### config.mk
export PLATFORM = sky130hd
export DESIGN_NAME = s2p_receiver_flat
export DESIGN_NICKNAME = d
export VERILOG_FILES = /design/src/rtl/s2p_if.sv /design/src/rtl/s2p_receiver.sv /design/src/flat_wrapper.sv
export SDC_FILE = /design/constraint.sdc
export NUM_CORES = 1
export LEC_CHECK = 0
export CAP_MARGIN = 25
export CORE_UTILIZATION = 45
export CTS_BUF_LIST = sky130_fd_sc_hd__clkbuf_16
export DETAILED_ROUTE_END_ITERATION = 10
export PLACE_DENSITY = 0.71
export SYNTH_ARGS = -nofsm -noshare
export SYNTH_HDL_FRONTEND = slang
export SYNTH_SLANG_ARGS = --single-unit
### constraint.sdc
create_clock -name clk -period 1.81 [get_ports clk]
set_input_delay 0.362 -clock clk [delete_from_list [all_inputs] [get_ports clk]]
set_output_delay 0.362 -clock clk [all_outputs]
set_load 0.01 [all_outputs]
### src/rtl/s2p_if.sv
// Serial display link bundle: serializer-side pins plus the receiver's decoded outputs.
// The serializer (or a testbench) is the master; the receiver is the slave.
interface s2p_if #(
  parameter int BIT_WIDTH = 64
);
  localparam int CW = $clog2(BIT_WIDTH + 1);

  logic                 sclk;
  logic                 sclrn;
  logic                 sout;
  logic                 en;
  logic [BIT_WIDTH-1:0] par_out;
  logic                 valid;
  logic                 frame_err;
  logic                 busy;
  logic [CW-1:0]        bit_count;

  modport master (
    output sclk, sclrn, sout, en,
    input  par_out, valid, frame_err, busy, bit_count
  );

  modport slave (
    input  sclk, sclrn, sout, en,
    output par_out, valid, frame_err, busy, bit_count
  );
endinterface

### src/rtl/s2p_receiver.sv
// Deserialises the seven-segment serial link (sclk/sclrn/sout/en) into a parallel word,
// pulsing valid on each good frame and frame_err on short, empty or overrun frames.
module s2p_receiver #(
  parameter int BIT_WIDTH   = 64,  // frame length, >= 2
  parameter int SYNC_STAGES = 2    // synchroniser depth, >= 2
) (
  input  logic clk,
  input  logic rst,
  s2p_if.slave bus
);

  localparam int            CW   = $clog2(BIT_WIDTH + 1);
  localparam logic [CW-1:0] FULL = CW'(BIT_WIDTH);

  // Synchroniser chains; all four share the same depth so sout stays aligned with sclk.
  logic [SYNC_STAGES-1:0] sclk_sync;
  logic [SYNC_STAGES-1:0] sclrn_sync;
  logic [SYNC_STAGES-1:0] sout_sync;
  logic [SYNC_STAGES-1:0] en_sync;
  logic                   sclk_d;
  logic                   en_d;

  logic sclk_s;
  logic sclrn_s;
  logic sout_s;
  logic en_s;
  logic sclk_rise;
  logic en_rise;

  logic [BIT_WIDTH-1:0] shreg_q, shreg_n;
  logic [BIT_WIDTH-1:0] par_q,   par_n;
  logic [CW-1:0]        cnt_q,   cnt_n;
  logic                 ovr_q,   ovr_n;
  logic                 valid_q, valid_n;
  logic                 err_q,   err_n;

  // Idle levels on reset keep the edge detectors quiet when rst is released.
  always_ff @(posedge clk) begin
    if (rst) begin
      sclk_sync  <= '1;
      sclrn_sync <= '1;
      sout_sync  <= '0;
      en_sync    <= '0;
      sclk_d     <= 1'b1;
      en_d       <= 1'b0;
    end else begin
      // NOTE: non-blocking assignments make every flop sample the pre-edge value,
      // which is what turns these into real shift chains rather than wires.
      sclk_sync  <= {sclk_sync[SYNC_STAGES-2:0],  bus.sclk};
      sclrn_sync <= {sclrn_sync[SYNC_STAGES-2:0], bus.sclrn};
      sout_sync  <= {sout_sync[SYNC_STAGES-2:0],  bus.sout};
      en_sync    <= {en_sync[SYNC_STAGES-2:0],    bus.en};
      sclk_d     <= sclk_sync[SYNC_STAGES-1];
      en_d       <= en_sync[SYNC_STAGES-1];
    end
  end

  assign sclk_s    = sclk_sync[SYNC_STAGES-1];
  assign sclrn_s   = sclrn_sync[SYNC_STAGES-1];
  assign sout_s    = sout_sync[SYNC_STAGES-1];
  assign en_s      = en_sync[SYNC_STAGES-1];
  assign sclk_rise = sclk_s & ~sclk_d;
  assign en_rise   = en_s & ~en_d;

  // Frame datapath. The en evaluation looks at the post-shift count and data so that
  // a final sclk edge landing in the same synchronised cycle as en still counts.
  always_comb begin
    // NOTE: every signal written here gets a default first; a path that skipped one
    // would infer a latch.
    shreg_n = shreg_q;
    par_n   = par_q;
    cnt_n   = cnt_q;
    ovr_n   = ovr_q;
    valid_n = 1'b0;
    err_n   = 1'b0;

    if (!sclrn_s) begin
      shreg_n = '0;
      cnt_n   = '0;
      ovr_n   = 1'b0;
    end else begin
      if (sclk_rise) begin
        shreg_n = {shreg_q[BIT_WIDTH-2:0], sout_s};
        if (cnt_q < FULL) begin
          cnt_n = cnt_q + CW'(1);
        end else begin
          ovr_n = 1'b1;
        end
      end

      if (en_rise) begin
        if ((cnt_n == FULL) && !ovr_n) begin
          par_n   = shreg_n;
          valid_n = 1'b1;
        end else begin
          err_n = 1'b1;
        end
        cnt_n = '0;
        ovr_n = 1'b0;
      end
    end
  end

  always_ff @(posedge clk) begin
    if (rst) begin
      shreg_q <= '0;
      par_q   <= '0;
      cnt_q   <= '0;
      ovr_q   <= 1'b0;
      valid_q <= 1'b0;
      err_q   <= 1'b0;
    end else begin
      shreg_q <= shreg_n;
      par_q   <= par_n;
      cnt_q   <= cnt_n;
      ovr_q   <= ovr_n;
      valid_q <= valid_n;
      err_q   <= err_n;
    end
  end

  assign bus.par_out   = par_q;
  assign bus.valid     = valid_q;
  assign bus.frame_err = err_q;
  assign bus.busy      = (cnt_q != '0);
  assign bus.bit_count = cnt_q;

  a_pulse_exclusive : assert property (@(posedge clk) disable iff (rst) !(valid_q && err_q));
  a_count_bounded   : assert property (@(posedge clk) disable iff (rst) cnt_q <= FULL);
  a_overrun_at_full : assert property (@(posedge clk) disable iff (rst) ovr_q |-> (cnt_q == FULL));

endmodule

### src/flat_wrapper.sv
// flat-port wrapper written by rule: the top's interface ports become plain ports
module s2p_receiver_flat 
#(
  parameter int BIT_WIDTH   = 64,                       
  parameter int SYNC_STAGES = 2                               
)
  (clk, rst, bus_sclk, bus_sclrn, bus_sout, bus_en, bus_par_out, bus_valid, bus_frame_err, bus_busy, bus_bit_count);
  s2p_if #(.BIT_WIDTH(BIT_WIDTH)) bus_i ();
  input  logic clk;
  input  logic rst;
  input wire logic [$bits(bus_i.sclk)-1:0] bus_sclk;
  input wire logic [$bits(bus_i.sclrn)-1:0] bus_sclrn;
  input wire logic [$bits(bus_i.sout)-1:0] bus_sout;
  input wire logic [$bits(bus_i.en)-1:0] bus_en;
  output wire logic [$bits(bus_i.par_out)-1:0] bus_par_out;
  output wire logic [$bits(bus_i.valid)-1:0] bus_valid;
  output wire logic [$bits(bus_i.frame_err)-1:0] bus_frame_err;
  output wire logic [$bits(bus_i.busy)-1:0] bus_busy;
  output wire logic [$bits(bus_i.bit_count)-1:0] bus_bit_count;
  assign bus_i.sclk = bus_sclk;
  assign bus_i.sclrn = bus_sclrn;
  assign bus_i.sout = bus_sout;
  assign bus_i.en = bus_en;
  assign bus_par_out = bus_i.par_out;
  assign bus_valid = bus_i.valid;
  assign bus_frame_err = bus_i.frame_err;
  assign bus_busy = bus_i.busy;
  assign bus_bit_count = bus_i.bit_count;
  s2p_receiver #(.BIT_WIDTH(BIT_WIDTH), .SYNC_STAGES(SYNC_STAGES)) u_core (.clk(clk), .rst(rst), .bus(bus_i));
endmodule
After elaboration in Yosys (flattened, before gate mapping)
Index checks and enable logic that the tools add are counted.
{"block": "word_totals", "regBits": 148, "in_bits": 6, "output_inout_bits": 74}
{"block": "op_classes", "add_sub_neg": 1, "n_lt_le_gt_ge": 1, "n_eq_ne": 1, "n_mux": 9, "n_bitwise": 6, "reduce_logical": 7}
{"operator": "2-to-1 mux 64 bit", "count": 1}
{"operator": "2-to-1 mux 7 bit", "count": 3}
{"operator": "adder 7 x 1 -> 7 bit (second input constant)", "count": 1}
{"operator": "== test 7 bit (second input constant)", "count": 1}
{"operator": "less-than comparator 7 bit (second input constant)", "count": 1}
{"operator": "nonzero test 7 bit", "count": 1}
{"operator": "OR reduction 3 bit", "count": 2}
{"operator": "2-to-1 mux 1 bit", "count": 5}
{"operator": "NOT 1 bit", "count": 4}
{"operator": "AND reduction 3 bit", "count": 1}
{"operator": "bitwise AND 1 bit", "count": 2}
{"operator": "OR reduction 2 bit", "count": 1}
{"operator": "logical AND 1 bit", "count": 1}
{"operator": "logical NOT 1 bit", "count": 1}

Logic depth before layout (Yosys ltp)
{"block": "logic_depth", "word_depth": 7, "depth_mapped": 9}

Least setup slack after synthesis
Ideal clock, no wire load.
{"block": "synth_path", "path_kind": "register -> register", "startpoint": "register u_core.cnt_q[0] (netlist: u_core.bus.bit_count[0])", "endpoint": "register u_core.par_q[18] (netlist: u_core.bus.par_out[18])", "setup_time_ns": 0.070, "t_arrival_ns": 2.019, "required_ns": 1.740, "path_slack_ns": -0.279, "path_stages_with_launch": 10, "path_buffers": 2, "period_less_slack_ns": 2.089, "path_cell_list": "dfxtp_1 -> inv_1 -> ha_1 -> nor2_1 -> mux2_1 -> o2111ai_1 -> clkbuf_1 -> clkbuf_1 -> o21ai_1 -> a21oi_1"}
{"block": "synth_via", "elab_chain_len": 7, "word_cells_on_any_way": 12, "cone_classes": "1 x add/sub; 1 x order compare; 1 x eq/ne; 6 x mux; 3 x reduce/logical"}
{"element": "from (decl)", "line_no": "s2p_receiver.sv:32", "text": "logic [CW-1:0] cnt_q, cnt_n;"}
{"element": "from (signal assigned)", "line_no": "s2p_receiver.sv:115", "text": "cnt_q <= cnt_n;"}
{"element": "adder 7 x 1 -> 7 bit / less-than comparator 7 bit (equally long branches)", "line_no": "s2p_receiver.sv:85, s2p_receiver.sv:84"}
{"element": "2-to-1 mux 7 bit / 2-to-1 mux 1 bit (equally long branches)", "line_no": "s2p_receiver.sv:84", "text": "if (cnt_q < FULL) begin"}
{"element": "2-to-1 mux 7 bit / 2-to-1 mux 1 bit (equally long branches)", "line_no": "s2p_receiver.sv:82", "text": "if (sclk_rise) begin"}
{"element": "2-to-1 mux 7 bit / 2-to-1 mux 1 bit (equally long branches)", "line_no": "s2p_receiver.sv:77", "text": "if (!sclrn_s) begin"}
{"element": "== test 7 bit / logical NOT 1 bit (equally long branches)", "line_no": "s2p_receiver.sv:92", "text": "if ((cnt_n == FULL) && !ovr_n) begin"}
{"element": "logical AND 1 bit (*)", "line_no": "s2p_receiver.sv:92"}
{"element": "AND reduction 3 bit (no source line) (*)"}
{"element": "to (signal assigned)", "line_no": "s2p_receiver.sv:114", "text": "par_q <= par_n;"}
{"element": "to (decl)", "line_no": "s2p_receiver.sv:31", "text": "logic [BIT_WIDTH-1:0] par_q, par_n;"}
Mark *: on every way between the ends. The rest lies on a longest branch, timed or not. The select of a mux whose other input is x is not followed.
A chain may end at the register's enable or synchronous reset.

Worst setup path in the final report
{"block": "layout_path", "startpoint": "register u_core.cnt_q[1] (netlist: u_core.bus.bit_count[1])", "endpoint": "register u_core.par_q[53] (netlist: u_core.bus.par_out[53])"}
The elaborated chain is that of the path after synthesis.

==> summary.md <==
| Metric | Value |
|---|---|
| Global Route met1 Usage | 0.243 |
| Worst hold slack | about 0.43 ns |
| Setup CP Type | flop to flop |
| Layer with the highest usage | met2 |
| Max Slew Vio Count | 0 |
| GRT Residual Overflow | 0 |
| Synth warnings | 0 |
| Initial antenna violation count | 0 |
| CP max FO | 10 |
| Synth top area cells | dfxtp_1 53%, mux2i_1 12%, or3_1 7.3% |
| Port Buf Inserts | 79 |
| Largest net degree at the start of global routing | 75 |
| Met3 global-route usage | 0.0505 |
| Hpwl dp | 7.40 mm |
| Post-route ant nets | 0 |
| Post-Syn Instances | ~580 |
| All-Layer GR Usage | 0.201 |
| Final Instance Area | slightly above 8000 µm² |
| Crit path from | u_core.bus.bit_count[1]$_SDFF_PP0_ |
| Die height | 113 µm |
| Pre-CTS setup slack | -0.214 ns |
| R2r startpoint | u_core.bus.bit_count[1]$_SDFF_PP0_ |
| Grt met2 use | 0.346 |
| Non-Filler Instances | roughly 900 |
| Failing checks | negative setup slack |
| Drt via density | 5.39 |
| Max-Cap Viols | 0 |
| Synth async-reset ratio | 0 |
| CTS Hold Buffers Added | 0 |
| I/O pin count | 80 |
| Setup-failing EPs final | 66 |
| RSZ-0062 raised after global routing | true |
| Fmax | between 400 and 500 MHz |
| Num CTS Buffers | 17 |
| CTS Root Buffer Type | clkbuf_16 |
| Clock tree from TritonCTS | done |
| Leading area contributor after synthesis | dfxtp_1 |
| Total Wirelength | 15.0 mm |
| Leak | 2.84 nW |
| Layout area overhead | 44.7% |
| Vias | 4,758 |
| Setup TNS Final | -14.11 ns |
| CTS sink count | 148 |
| Layout Nets | just over 700 |
| Avg Inst Size Synth | about 9.6 µm² |
| Slew @ Worst Pin | ~0.66 ns |
| Die ar. | about 13,000 µm² |
| Clock Latency Late Sink | roughly 0.41 ns |
| First-pass GRT wire length | 20.5 mm |
| Fin crit period | about 2.1 ns |
| Dpl cells | just over 800 |
| Die Width | 113 µm |
| Std-Cell Rows | 40 |
| Final hold viol count | 0 |
| Critical path data required time | between 2 and 2.5 ns |
| Share of cells above drive strength 1 | 0.223 |
| GP Congestion | around 0.88 |
| Post-synth top cells | 148 x dfxtp_1, 73 x nor2_1, 65 x a21oi_1, 65 x mux2i_1, 65 x or3_1 |
| Crit path capture type | flop |
| Pwr dens | between 800 and 900 nW/µm² |
| Syn Nets | 590 |
| Period utilization | 1.15 |
| Synthesized area | around 5600 µm² |
| DRC viols | 0 |
| Total number of H-tree levels | 4 |
| Most used DFF post-synth | dfxtp_1 |
| Min-delay src | u_core.sclrn_sync[0]$_SDFF_PP1_ |
| Area fraction of the dominant cell type after synthesis | 0.530 |
| Routed len/inst | between 15 and 20 µm |
| Setup ws final | -0.267 ns |
| Slew HR | 0.560 |
| Critical Path Start Type | flop |
| Status | finished with violations |
| Core Area | about 12,000 µm² |
| Antenna Cells | 0 |
| Vias in the first global route | ~4,400 |
| Distinct cell type count after synthesis | 36 |
| Worst Hold Class | flop to flop |
| Initial core utilization | 0.464 |
| Most numerous cell in the Yosys netlist | dfxtp_1 |
| Number of synthesized flops with an enable pin | 0 |
| Maximum VDD drop | 0.663 mV |
| Clk pin slew, worst setup/hold paths | roughly 0.06 ns |
| Arr. time, crit path | 2.41 ns |
| TritonRoute pass-1 iters | 5 |
| Post-DP Area | 6750 µm² |
| Synthesized flop and latch total | between 100 and 150 |
| CTS max path bufs | 2 |
| Final setup skew | around 0.0083 ns |
| Iteration-0 DRC Markers | roughly 330 |
| Seq/Total Area, Yosys | 0.530 |
## critical path, stage by stage (launching register included)
cell and delay [ns]:
dfxtp_4 0.39, ha_4 0.18, buf_6 0.11, a41o_1 0.25, o2111ai_4 0.20, buf_6 0.20
buf_12 0.14, or3_1 0.34, a21oi_1 0.18
## logic make-up (layout without fill, tap and decap cells)
kind of cell             count (synthesis)  count (layout)  share of synthesized area
XOR/XNOR                                 7               7                     0.0110
adder cells (fa/ha/maj)                  2               2                    0.00447
buffers and inverters                   55             187                     0.0530
AND/OR/NAND/NOR                        168             168                      0.159
AO/OA/AOI/OAI                          136             136                      0.124
flip-flops                             148             148                      0.530
multiplexers                            66              66                      0.118
## per-layer routing
metal	up-vias	wire (µm)
met5	-	0
met4	0	237
met3	20	674
met2	130	7690
met1	2322	6430
li1	2286	-
## metrics by stage
| step | total power, mW | utilization |
|---|---|---|
| floorplan | 3.48 | - |
| global placement | 3.54 | 0.559 |
| detailed placement | 3.54 | 0.559 |
| CTS | 6.78 | 0.628 |
| global route | 7.04 | 0.671 |
| finish | 6.83 | 0.671 |
## where the power goes
part	switching (mW)	leakage, nW	internal (mW)	total, mW
sequential	0.00576	1.20	3.27	3.27
clock	1.29	0.274	1.98	3.27
combinational	0.167	1.37	0.124	0.290
## area by class of cell
type                    instances  area (µm²)
fillers                       879        3970
flip-flops and latches        148        2980
multi-input cells             379        2580
repair buffers                153        1770
clock buffers                  17         425
well taps                     168         210
clock inverters                14         120
inverters                       3        11.3
## registers in the layout (all words and copies together) (netlist names)
register / cells
u_core.shreg_q: 64
u_core.sclk_d: 1
u_core.sout_sync: 2
u_core.bus.frame_err: 1
u_core.sclk_sync: 2
u_core.bus.bit_count: 7
u_core.sclrn_sync: 2
u_core.en_sync: 2
u_core.ovr_q: 1
u_core.bus.par_out: 64
u_core.en_d: 1
u_core.bus.valid: 1
## worst paths after layout
kind	slack, ns	cells after the start	end
max	-0.27	8	u_core.bus.par_out[53]$_SDFFE_PP0P_
min	0.43	1	u_core.sclrn_sync[1]$_SDFF_PP1_
max reg2reg	-0.27	8	u_core.bus.par_out[53]$_SDFFE_PP0P_
min reg2reg	0.43	1	u_core.sclrn_sync[1]$_SDFF_PP1_
## cells in the final DEF (no fill, tap or decap), types with 7 or more instances in the layout
master	instances
clkdlybuf4s50_1	70
o21ai_0	7
or3_1	55
mux2i_1	65
or3_4	10
a21oi_1	57
nor2_1	72
clkbuf_16	26
buf_6	11
dfxtp_1	140
buf_12	9
o21ai_1	54
buf_4	37
a21oi_2	8
## what timing repair did
item                       4_1_cts  5_1_grt
resized for setup               30       46
setup endpoints to repair       72       69
pin swaps                        7       28
gates cloned                     5       14
buffers inserted                11        6
(Power assumes the default switching activity.)
